`src/rtl/cnt_hist_display.sv`:
```
// cnt_hist_display: samples a slow counter into a 4-deep hex history
// and scans that history onto a 4-digit common-anode seven-segment display.
module cnt_hist_display #(
   parameter int REFRESH_DIV = 50000
) (
   input  logic        clk_i,
   input  logic        rst_i,
   input  logic [3:0]  cnt_i,
   input  logic        clr_i,
   input  logic        hold_i,
   output logic [3:0]  an_o,
   output logic [6:0]  seg_o,
   output logic        dp_o,
   output logic        upd_o,
   output logic [15:0] hist_o
);
   // active-low {a,b,c,d,e,f,g}, indexed by hex digit
   localparam logic [6:0] FONT [16] = '{
      7'b0000001, 7'b1001111, 7'b0010010, 7'b0000110,
      7'b1001100, 7'b0100100, 7'b0100000, 7'b0001111,
      7'b0000000, 7'b0000100, 7'b0001000, 7'b1100000,
      7'b0110001, 7'b1000010, 7'b0110000, 7'b0111000
   };
   logic [3:0]  s1_q, s2_q, prev_q;
   logic [15:0] hist_q, hist_d;
   logic        upd_q, upd_d;
   logic [16:0] rc_q, rc_d;
   logic [1:0]  sel_q, sel_d;
   logic [3:0]  an_q, an_d;
   logic [6:0]  seg_q, seg_d;
   logic        dp_q, dp_d;
   logic        change, cap, wrap;
   always_comb begin
      change = s2_q != prev_q;
      cap    = change & ~hold_i & ~clr_i;
      wrap   = rc_q == 17'(REFRESH_DIV - 1);
      hist_d = clr_i ? '0 : cap ? {hist_q[11:0], s2_q} : hist_q;
      upd_d  = cap;
      rc_d   = wrap ? '0 : rc_q + 17'd1;
      sel_d  = wrap ? sel_q + 2'd1 : sel_q;
      an_d   = ~(4'b0001 << sel_q);
      seg_d  = FONT[hist_q[4*sel_q +: 4]];
      dp_d   = sel_q != 2'd0;
   end
   always_ff @(posedge clk_i or posedge rst_i) begin
      if (rst_i) begin
         s1_q   <= '0;
         s2_q   <= '0;
         prev_q <= '0;
         hist_q <= '0;
         upd_q  <= 1'b0;
         rc_q   <= '0;
         sel_q  <= '0;
         an_q   <= 4'b1110;
         seg_q  <= 7'b0000001;
         dp_q   <= 1'b0;
      end else begin
         s1_q   <= cnt_i;
         s2_q   <= s1_q;
         prev_q <= s2_q;
         hist_q <= hist_d;
         upd_q  <= upd_d;
         rc_q   <= rc_d;
         sel_q  <= sel_d;
         an_q   <= an_d;
         seg_q  <= seg_d;
         dp_q   <= dp_d;
      end
   end
   assign an_o   = an_q;
   assign seg_o  = seg_q;
   assign dp_o   = dp_q;
   assign upd_o  = upd_q;
   assign hist_o = hist_q;
endmodule

```
`config.mk`:
```
export PLATFORM = sky130hd
export DESIGN_NAME = cnt_hist_display
export DESIGN_NICKNAME = d
export VERILOG_FILES = /design/src/rtl/cnt_hist_display.sv
export SDC_FILE = /design/constraint.sdc
export NUM_CORES = 1
export LEC_CHECK = 0
export CAP_MARGIN = 40
export CELL_PAD_IN_SITES_DETAIL_PLACEMENT = 0
export CELL_PAD_IN_SITES_GLOBAL_PLACEMENT = 1
export CORE_MARGIN = 2
export CORE_UTILIZATION = 46
export CTS_CLUSTER_DIAMETER = 200
export CTS_CLUSTER_SIZE = 40
export DETAILED_ROUTE_END_ITERATION = 10
export GPL_ROUTABILITY_DRIVEN = 0
export MAX_ROUTING_LAYER = met4
export PLACE_DENSITY_LB_ADDON = 0.1
export SYNTH_ARGS = -nofsm -noshare
export SYNTH_HDL_FRONTEND = slang
export SYNTH_SLANG_ARGS = --single-unit
```
`constraint.sdc`:
```
create_clock -name clk_i -period 5.2 [get_ports clk_i]
set_input_delay 1.04 -clock clk_i [delete_from_list [all_inputs] [get_ports clk_i]]
set_output_delay 1.04 -clock clk_i [all_outputs]
set_load 0.01 [all_outputs]
```
After elaboration in Yosys (flattened, before gate mapping)
Memories as Yosys holds them, arrays and structs flattened. A register that Yosys moved wholly into a read port is not among the register bits.
Cells that the tools add are included.

word-level totals
  flip-flop bits (word level) = 53
  bits in latches = 0
  memory bits (writable) = 0
  bits in read-only memories = 112
  bits of input ports = 8
  output and inout port bits = 29
  memories kept = 1

memories
  name             words  bits a word  read ports  clocked after memory_dff  write ports  line  source
  (no name shown)  16     7            1           1                         0            42    seg_d = FONT[hist_q[4*sel_q +: 4]];

operators by class
  add/subtract/negate cells = 2
  multiply operators = 0
  div/mod/pow operators = 0
  magnitude comparators = 0
  eq/ne operators = 2
  shift operators = 2
  muxes and demuxes = 3
  bitwise gates (word level) = 6
  reduce and logical (&&, ||, !) cells = 2

operators by type and width
  operator                 count
  $mux W16                 2
  $add A17 B1 Y17 const B  1
  $eq A17 B16 Y1 const B   1
  $mux W17                 1
  $shiftx A16 B5 Y4        1
  $not A4 Y5               1
  $ne A4 B4 Y1             1
  $not A4 Y4               1
  $reduce_bool A2 Y1       2
  $shl A1 B2 Y4 const A    1
  $add A2 B1 Y2 const B    1
  $and A1 B1 Y1            2
  $not A1 Y1               2

Longest topological paths before layout
Gate-level depths: netlist of run 1.

  word-level depth = 5
  depth in mapped cells = 7

Worst setup path before layout of run 1
OpenSTA, ideal clock, no wires.

  path type = input-to-reg
  start point = in hold_i
  end point = reg hist_q[0] (netlist: hist_o[0])
  library setup time = 0.066 ns
  arrival = 1.836 ns
  data required time = 5.134 ns
  path slack = 3.298 ns
  cell stages on the path = 4
  cells stage by stage = a41oi_1 -> nor2_1 -> clkbuf_1 -> a22o_1

on the way
  word-level cells in the longest chain between the ends = 4

ends and longest elaborated chain
  what                          line  source
  from (decl)                   10    input logic hold_i,
  $not A1 Y1                    35    cap = change & ~hold_i & ~clr_i;
  $and A1 B1 Y1 (2 in series)   35
  $reduce_bool A2 Y1 (no line)  -
  to (signal assigned)          61    hist_q <= hist_d;
  to (decl)                     25    logic [15:0] hist_q, hist_d;

Every way passes these cells.
A chain may end at the register's enable or synchronous reset.

Worst setup path after layout of run 1
  start point = reg an_q[2] (netlist: an_o[2])
  end point = out an_o[2]

RTL lines
  what                    line  source
  from (decl)             29    logic [3:0] an_q, an_d;
  from (signal assigned)  65    an_q <= an_d;
  to (decl)               11    output logic [3:0] an_o,

No word-level cell between the ends.

==> out/results.txt, run 1 <==
switching share of power: 0.207
Syn Inst Count: 191
CP cell instances: clkdlybuf4s50_1
CTS tree: yes
wire per inst: 14.4 um
largest net degree at the start of global routing: 44
Gate power share: 0.075
Starting Density: 0.481
final max-slew violation count: 0
most frequent cells in the layout: dfrtp_1 (55), clkdlybuf4s50_1 (36), a22o_1 (17)
status: finished, final reports clean
clock transition at the registers of the reported paths: 0.06 ns
Hold Path Origin: s1_q[0]
area taken by multi-input logic gates: 916 um^2
utilization after layout: 0.614
total global-route track usage: 0.179
Finished Layout Cells: 309
clock sinks: 59
input/output buffers: 36
clock latency on the worst-skew pair: 0.34 ns
Reg power frac: 0.458
slowest stage delay, CP: 0.52 ns
R2R depth: 5
die area: 0.00601 mm^2
Hold Vio Cnt, Final: 0
Final Routed Wirelength: 4.45 mm
xor/xnor share of the synthesized area: 0.0704
Ys Warns: 0
share of cells above drive strength 1: 0.142
synthesized cell area: 0.00249 mm^2
sequential fraction of the synthesis area: 0.595
CP Buf/Inv Count: 1
period utilization: 0.464
post-CTS setup buffers: 0
Area growth syn-to-layout: 27.6%
syn avg cell area: 13.0 um^2
Crit path arrival time: 1.37 ns
vias post-DR: 1627
ANT nets after route: 0
total internal power: 838 uW
min cycle time layout: 2.41 ns
DRC viols: 0
Hold Crit Class: register to register
Ant. Diodes: 0
post-placement cell count: 293
initial antenna violation count: 0
commonest non-fill, non-tap cell in the layout: dfrtp_1
Yosys cell types: 33
# fillers: 382
slowest CP cell: dfstp_2
H-tree lvl count: 3
required time of the critical path: 4.16 ns
predominant post-synthesis flop cell: dfrtp_1
die width: 77.6 um
CP startpoint kind: register
Die H: 77.6 um
# setup viols final: 0
endpoint type of the worst setup path: primary output
Yosys reg bits: 59
asr flop ratio synth: 1.00
Max VDD drop: 0.184 mV
synthesized net count: 210
grt total ovfl: 0
Nets: 253
Via density: 5.27
clock share of power: 0.467
CTS Buffer Depth: 2
RR Endpoint: sel_q[1]
Reg area: 0.00148 mm^2
reg2reg start: rc_q[0]
core area: 0.00517 mm^2
cts hold-fix bufs: 0
detailed placer's ending HPWL: 3.18 mm
TritonRoute pass-1 iters: 4
unrepaired setup endpoints after global routing: false
Net Switching: 218 uW
max_slew headroom: 0.562
pin slew with the least headroom to its limit: 0.651 ns
Setup CP Type: register to primary output
Post-CTS Resized: 0
Synth Area in Adders: 0.0553
initial drt markers: 77
Worst Skew: 0.0105 ns
Post-Synth Simple-Gate Area: 0.103
Leakage: 1.39 nW
Crit path max-delay family: flip-flops
global-route wire length before repair: 7.98 mm
vias in the first global route: 1701
setup_tns: 0 ns
post-synthesis mux area share: 0.0498
top-level port count: 37
crit path max fanout: 1
FMAX: 0.414 GHz
WHS Endpoint: s2_q[0]
EDFF count, synth: 0
Compound-Gate Fraction of Synth Area: 0.0900
Worst Hold Path Cells: 0
register-to-register setup slack: 2.85 ns
largest family of logic cells by synthesized area: simple AND/OR/NAND/NOR gates
PwrDens: 333 mW/mm^2
std cell rows: 26
MaxCap Viol Count: 0
CTS Root Cell: clkbuf_8
Inserted Clock Buffers: 9
## sequential cells by signal, indices dropped and copies added, names as in the netlist
signal and cells:
rc_q 17, hist_o 16, seg_o 7, an_o 4, prev_q 4, s1_q 4
s2_q 4, sel_q 2, upd_o 1
## cell usage after synthesis (4+ instances only)
| cell type | instances | area share |
|---|---|---|
| xnor2_1 | 15 | 0.053 |
| nand2_1 | 7 | 0.011 |
| a22o_1 | 17 | 0.060 |
| nand4_1 | 6 | 0.015 |
| ha_1 | 11 | 0.055 |
| dfstp_2 | 4 | 0.042 |
| inv_1 | 13 | 0.020 |
| buf_2 | 4 | 0.0080 |
| mux4_2 | 4 | 0.036 |
| nor2_1 | 13 | 0.020 |
| nor2b_1 | 4 | 0.010 |
| dfrtp_1 | 55 | 0.55 |
| xor2_1 | 5 | 0.018 |
## power groups by stage
stage	clock, mW	combinational [mW]	sequential (mW)
CTS	0.504	0.0797	0.484
global placement	0	0.0744	0.492
detailed placement	0	0.0796	0.492
floorplan	0	0.0371	0.496
global route	0.529	0.0863	0.486
finish	0.493	0.0788	0.484
## routing by layer
| metal | share of wire | wire length [um] | GRT usage |
|---|---|---|---|
| met1 | 0.43 | 1920 | 0.205 |
| met2 | 0.50 | 2240 | 0.277 |
| met3 | 0.050 | 223 | 0.0814 |
| met4 | 0.016 | 69 | 0.0714 |
| met5 | 0 | 0 | - |
## kinds of logic after synthesis
| family | Yosys count |
|---|---|
| and+or+nand+nor | 46 |
| muxes | 7 |
| xor gates and xnor gates | 20 |
| buffers and inverters | 20 |
| DFF | 59 |
| adders and majority gates | 11 |
| AOI/OAI and AO/OA | 28 |
## cell type report
| cell class | instances | share of cell area |
|---|---|---|
| multi-input cells | 112 | 0.288 |
| clock inverters | 3 | 0.0213 |
| clock buffers | 13 | 0.0563 |
| flip-flops and latches | 59 | 0.467 |
| inverters | 13 | 0.0154 |
| repair buffers | 39 | 0.125 |
| well taps | 70 | 0.0276 |
## stage by stage
step | power (mW) | area, um^2 | hold WS [ns] | setup WS [ns]
2_1_floorplan | 0.533 | 2490 | 0.331 | 2.71
3_3_place_gp | 0.566 | 2890 | 0.336 | 2.44
3_5_place_dp | 0.572 | 2930 | 0.335 | 2.49
4_1_cts | 1.07 | 3180 | 0.350 | 2.76
5_1_grt | 1.10 | 3180 | 0.357 | 2.68
6_report | 1.06 | 3180 | 0.348 | 2.79
## worst max path at each step
stage,start,to,slack (ns),cells past startpoint
after floorplan,rst_i,an_o[0],2.71,1
after global placement,hold_i,hist_o[13],2.44,4
after detailed placement,hold_i,hist_o[12],2.49,5
after CTS,an_o[2],an_o[2],2.76,1
after global routing,rc_q[0],sel_q[1],2.68,5
final,an_o[2],an_o[2],2.79,1
Note: power is estimated with default switching activity, not from simulation.
==> inputs of run 2 (changes only) <==
--- a/config.mk
+++ b/config.mk
@@ -9,7 +9,7 @@
 export CELL_PAD_IN_SITES_DETAIL_PLACEMENT = 0
 export CELL_PAD_IN_SITES_GLOBAL_PLACEMENT = 1
 export CORE_MARGIN = 2
-export CORE_UTILIZATION = 46
+export CORE_UTILIZATION = 39
 export CTS_CLUSTER_DIAMETER = 200
 export CTS_CLUSTER_SIZE = 40
 export DETAILED_ROUTE_END_ITERATION = 10
==> constraint.sdc (replaced) <==
create_clock -name clk_i -period 2.1 [get_ports clk_i]
set_input_delay 0.42 -clock clk_i [delete_from_list [all_inputs] [get_ports clk_i]]
set_output_delay 0.42 -clock clk_i [all_outputs]
set_load 0.01 [all_outputs]
==> out/results.txt, run 2 (synthesis gave the netlist of run 1 again) <==
setup_tns: 0 ns (unchanged)
unrepaired setup endpoints after global routing: false
Finished Layout Cells: 318 (+2.9%)
clock transition at the registers of the reported paths: 0.07 ns (about the same)
Hold Path Origin: s1_q[0]
H-tree lvl count: 3 (unchanged)
MaxCap Viol Count: 0 (unchanged)
FMAX: 0.514 GHz
utilization after layout: 0.506 (-0.107)
commonest non-fill, non-tap cell in the layout: dfrtp_1
status: finished, final reports clean
initial drt markers: 83 (+7.8%)
Nets: 255 (+0.79%)
wire per inst: 14.7 um (+1.9%)
M1 WL: 2.10 mm (+9.7%)
max reg flops: 17 (unchanged)
WHS Endpoint: s2_q[0]
min cycle time layout: 1.94 ns
CP cell instances: ha_2 -> nand3_4 -> or4_4 -> nor4_4 -> mux2_2
CTS Root Cell: clkbuf_8
required time of the critical path: 2.31 ns (-1.85 ns)
period utilization: 0.926
CP startpoint kind: register
Worst Hold Path Cells: 0 (unchanged)
cts hold-fix bufs: 0 (unchanged)
Die H: 83.9 um (+8.2%)
share of cells above drive strength 1: 0.158 (+0.0154)
CTS tree: yes
slowest stage delay, CP: 0.51 ns (about the same)
clock sinks: 59 (unchanged)
crit path max fanout: 7 (+6)
DRC viols: 0 (unchanged)
post-CTS setup buffers: 0 (unchanged)
initial antenna violation count: 0 (unchanged)
slowest CP cell: or4_4
final max-slew violation count: 0 (unchanged)
total global-route track usage: 0.157 (-0.0221)
global-route wire length before repair: 8.33 mm (+4.4%)
endpoint type of the worst setup path: register
Area growth syn-to-layout: 27.8%
pin slew with the least headroom to its limit: 0.496 ns (-0.156 ns)
metal2 WL: 2.34 mm (+4.5%)
Post-CTS Resized: 0 (unchanged)
TritonRoute pass-1 iters: 4 (unchanged)
PwrDens: 762 mW/mm^2 (+130%)
vias in the first global route: 1674 (-1.6%)
Ant. Diodes: 0 (unchanged)
grt total ovfl: 0 (unchanged)
most frequent cells in the layout: dfrtp_1 (54), clkdlybuf4s50_1 (36), a22o_1 (17)
die area: 0.00704 mm^2 (+17%)
highest layer used for signal routing: met4
Worst Skew: 0.00731 ns (-0.00314 ns)
CTS Buffer Depth: 2 (unchanged)
# fillers: 577 (+51%)
RR Endpoint: sel_q[1]
std cell rows: 29 (+12%)
Setup CP Type: register to register
Max VDD drop: 0.427 mV (+130%)
detailed placer's ending HPWL: 3.31 mm (+4.1%)
Inserted Clock Buffers: 9 (unchanged)
Leakage: 1.38 nW (-0.47%)
die width: 83.9 um (+8.2%)
Hold Crit Class: register to register
# setup viols final: 0 (unchanged)
input/output buffers: 36 (unchanged)
reg2reg start: rc_q[0]
ANT nets after route: 0 (unchanged)
Final Routed Wirelength: 4.66 mm (+4.8%)
post-placement cell count: 302 (+3.1%)
largest net degree at the start of global routing: 23 (-48%)
register with the most flip-flops: rc_q
max_slew headroom: 0.669 (+0.107)
Hold Vio Cnt, Final: 0 (unchanged)
Crit path arrival time: 2.15 ns (+0.78 ns)
clock latency on the worst-skew pair: 0.33 ns (about the same)
met3 wire len: 166 um (-26%)
Starting Density: 0.396 (-0.0847)
Via density: 5.05 (-4.0%)
R2R depth: 5 (unchanged)
vias post-DR: 1607 (-1.2%)
core area: 0.00628 mm^2 (+21%)
top-level port count: 37 (unchanged)
register-to-register setup slack: 0.16 ns (-2.69 ns)
run 2: layout make-up:
type / count / area, um^2 / share of cell area
inverter: 13 / 48.8 / 0.0153
tap: 77 / 96.3 / 0.0303
clock inverter: 7 / 78.8 / 0.0248
sequential: 59 / 1480 / 0.466
multi-input combinational: 112 / 926 / 0.291
clock buffer: 9 / 124 / 0.0390
timing repair buffer: 41 / 423 / 0.133
run 2: layer usage:
layer	vias up	global-route usage
li1	761	-
met1	811	0.203
met2	29	0.234
met3	6	0.0504
met4	0	0.0572
met5	-	-
run 2: worst max-delay path, delay by kind of cell (launching register included):
kind                       cells  cell delay [ns]
muxes                          1             0.37
and+or+nand+nor                3             0.82
adders and majority gates      1             0.24
DFF                            1             0.40
run 2: how the worst max path moves through the flow:
stage / from / to / slack, ns / depth (start not counted)
after floorplan: rst_i / an_o[0] / 0.23 / 1
after global placement: sel_q[0] / seg_o[2] / 0.09 / 4
after detailed placement: rc_q[0] / sel_q[1] / 0.10 / 5
after CTS: rc_q[0] / sel_q[1] / 0.07 / 5
after global routing: rc_q[0] / sel_q[1] / 0.05 / 5
final: rc_q[0] / sel_q[1] / 0.16 / 5
run 2: through the flow:
stage | area, um^2 | worst slack (ns) | hold slack, ns | power [mW]
3_3_place_gp | 2960 | 0.0864 | 0.335 | 1.41
3_5_place_dp | 2970 | 0.100 | 0.339 | 1.42
4_1_cts | 3170 | 0.0736 | 0.353 | 2.46
2_1_floorplan | 2490 | 0.230 | 0.331 | 1.32
5_1_grt | 3180 | 0.0504 | 0.359 | 2.55
6_report | 3180 | 0.156 | 0.346 | 2.42
run 2: power breakdown:
group	leakage, nW	switching (mW)	internal, mW	total (mW)
Combinational	0.521	0.0940	0.104	0.198
Sequential	0.757	0.0228	1.18	1.20
Clock	0.103	0.472	0.555	1.03
Total	1.38	0.589	1.83	2.42
==> inputs of run 3 (changes only) <==
--- a/config.mk
+++ b/config.mk
@@ -16,6 +16,7 @@
 export GPL_ROUTABILITY_DRIVEN = 0
 export MAX_ROUTING_LAYER = met4
 export PLACE_DENSITY_LB_ADDON = 0.1
+export SLEW_MARGIN = 25
 export SYNTH_ARGS = -nofsm -noshare
 export SYNTH_HDL_FRONTEND = slang
 export SYNTH_SLANG_ARGS = --single-unit
==> out/results.txt, run 3 (synthesis gave the netlist of run 1 again) <==
# setup viols final: 0 (unchanged)
Die H: 83.9 um (unchanged)
wire per inst: 14.8 um (+1.1%)
min cycle time layout: 1.97 ns (+0.0268 ns)
max_slew headroom: 0.656 (-0.0129)
PwrDens: 800 mW/mm^2 (+5.0%)
cts hold-fix bufs: 0 (unchanged)
detailed placer's ending HPWL: 3.33 mm (+0.65%)
core area: 0.00628 mm^2 (unchanged)
CP startpoint kind: register
Starting Density: 0.396 (unchanged)
share of cells above drive strength 1: 0.154 (-0.00415)
Hold Vio Cnt, Final: 0 (unchanged)
Hold Path Origin: s1_q[0]
Final Routed Wirelength: 4.71 mm (+1.1%)
clock transition at the registers of the reported paths: 0.07 ns (about the same)
hold_ws: 0.346 ns (+0.000821 ns)
CTS Buffer Depth: 2 (unchanged)
MaxCap Viol Count: 0 (unchanged)
Crit path arrival time: 2.19 ns (+0.04 ns)
Via density: 5.08 (+0.50%)
Hold Crit Class: register to register
H-tree lvl count: 3 (unchanged)
clock latency on the worst-skew pair: 0.34 ns (about the same)
global-route wire length before repair: 8.24 mm (-1.1%)
required time of the critical path: 2.32 ns (about the same)
final max-slew violation count: 0 (unchanged)
setup_tns: 0 ns (unchanged)
input/output buffers: 36 (unchanged)
most frequent cells in the layout: dfrtp_1 (54), clkdlybuf4s50_1 (36), a22o_1 (17)
Ant. Diodes: 0 (unchanged)
Area growth syn-to-layout: 28.5%
die area: 0.00704 mm^2 (unchanged)
commonest non-fill, non-tap cell in the layout: dfrtp_1
top-level port count: 37 (unchanged)
endpoint type of the worst setup path: register
die width: 83.9 um (unchanged)
# fillers: 563 (-2.4%)
total power: 2.56 mW (+5.6%)
TritonRoute pass-1 iters: 4 (unchanged)
vias post-DR: 1615 (+0.50%)
grt total ovfl: 0 (unchanged)
reg2reg start: rc_q[0]
vias in the first global route: 1648 (-1.6%)
period utilization: 0.938 (+0.0128)
CTS Root Cell: clkbuf_8
unrepaired setup endpoints after global routing: false
std cell rows: 29 (unchanged)
crit path max fanout: 7 (unchanged)
Leakage: 1.39 nW (+0.87%)
initial antenna violation count: 0 (unchanged)
DRC viols: 0 (unchanged)
Worst Skew: 0.00873 ns (+0.00142 ns)
Max VDD drop: 0.433 mV (+1.4%)
Post-CTS Resized: 0 (unchanged)
clock sinks: 59 (unchanged)
register with the most flip-flops: rc_q
Inserted Clock Buffers: 9 (unchanged)
status: finished, final reports clean
total global-route track usage: 0.156 (-0.00177)
ANT nets after route: 0 (unchanged)
FMAX: 0.507 GHz (-1.4%)
Crit. Startpoint: rc_q[0]
initial drt markers: 72 (-13%)
pin slew with the least headroom to its limit: 0.515 ns (+0.0193 ns)
Nets: 255 (unchanged)
Setup CP Type: register to register
CTS tree: yes
largest net degree at the start of global routing: 23 (unchanged)
max reg flops: 17 (unchanged)
post-CTS setup buffers: 0 (unchanged)
## run 3: cell types whose count changed in the layout (fill, tap and decap cells not counted)
cell	before	now
bufinv_16	1	2
clkinv_4	5	2
ha_1	10	11
ha_2	1	0
inv_6	0	2
## run 3: stage by stage
step	worst slack, ns	instances	utilization	area (um^2)
3_3_place_gp	0.0864	301	0.471	2960
6_report	0.130	318	0.509	3200
2_1_floorplan	0.230	191	-	2490
4_1_cts	0.0701	318	0.508	3190
5_1_grt	0.0187	318	0.509	3200
3_5_place_dp	0.0965	302	0.472	2970
## run 3: worst paths after layout
kind                       cells after the start         end  slack (ns)
setup / recovery                               5    sel_q[1]        0.13
min in group asynchronous                      2  hist_o[11]        0.43
hold / removal                                 0     s2_q[0]        0.35
setup reg to reg                               5    sel_q[1]        0.13
max in group asynchronous                      3     an_o[3]        1.10
hold reg to reg                                0     s2_q[0]        0.35
## run 3: where the power goes
part	leakage (nW)	total, mW	internal (mW)	switching [mW]
logic	0.523	0.199	0.104	0.0947
registers	0.757	1.20	1.17	0.0221
clock network	0.114	1.16	0.678	0.485
total	1.39	2.56	1.96	0.602
## run 3: cell type report
cell class / instances / area [um^2] / area share
Tap cell: 77 / 96.3 / 0.0301
Sequential cell: 59 / 1480 / 0.464
Multi-Input combinational cell: 112 / 923 / 0.289
Clock inverter: 7 / 100 / 0.0313
Inverter: 13 / 48.8 / 0.0153
Clock buffer: 9 / 124 / 0.0387
Timing Repair Buffer: 41 / 423 / 0.132
## run 3: critical path, cell delays in order, from the launching register on
cell     delay (ns)
dfrtp_1        0.40
ha_1           0.25
nand3_4        0.14
or4_4          0.51
nor4_4         0.19
mux2_2         0.37
## run 3: per-layer routing
layer,vias to the layer above,wire (um),track usage
li1,761,-,-
met1,809,2110,0.201
met2,37,2320,0.230
met3,8,207,0.0485
met4,0,77,0.0616
met5,-,0,-
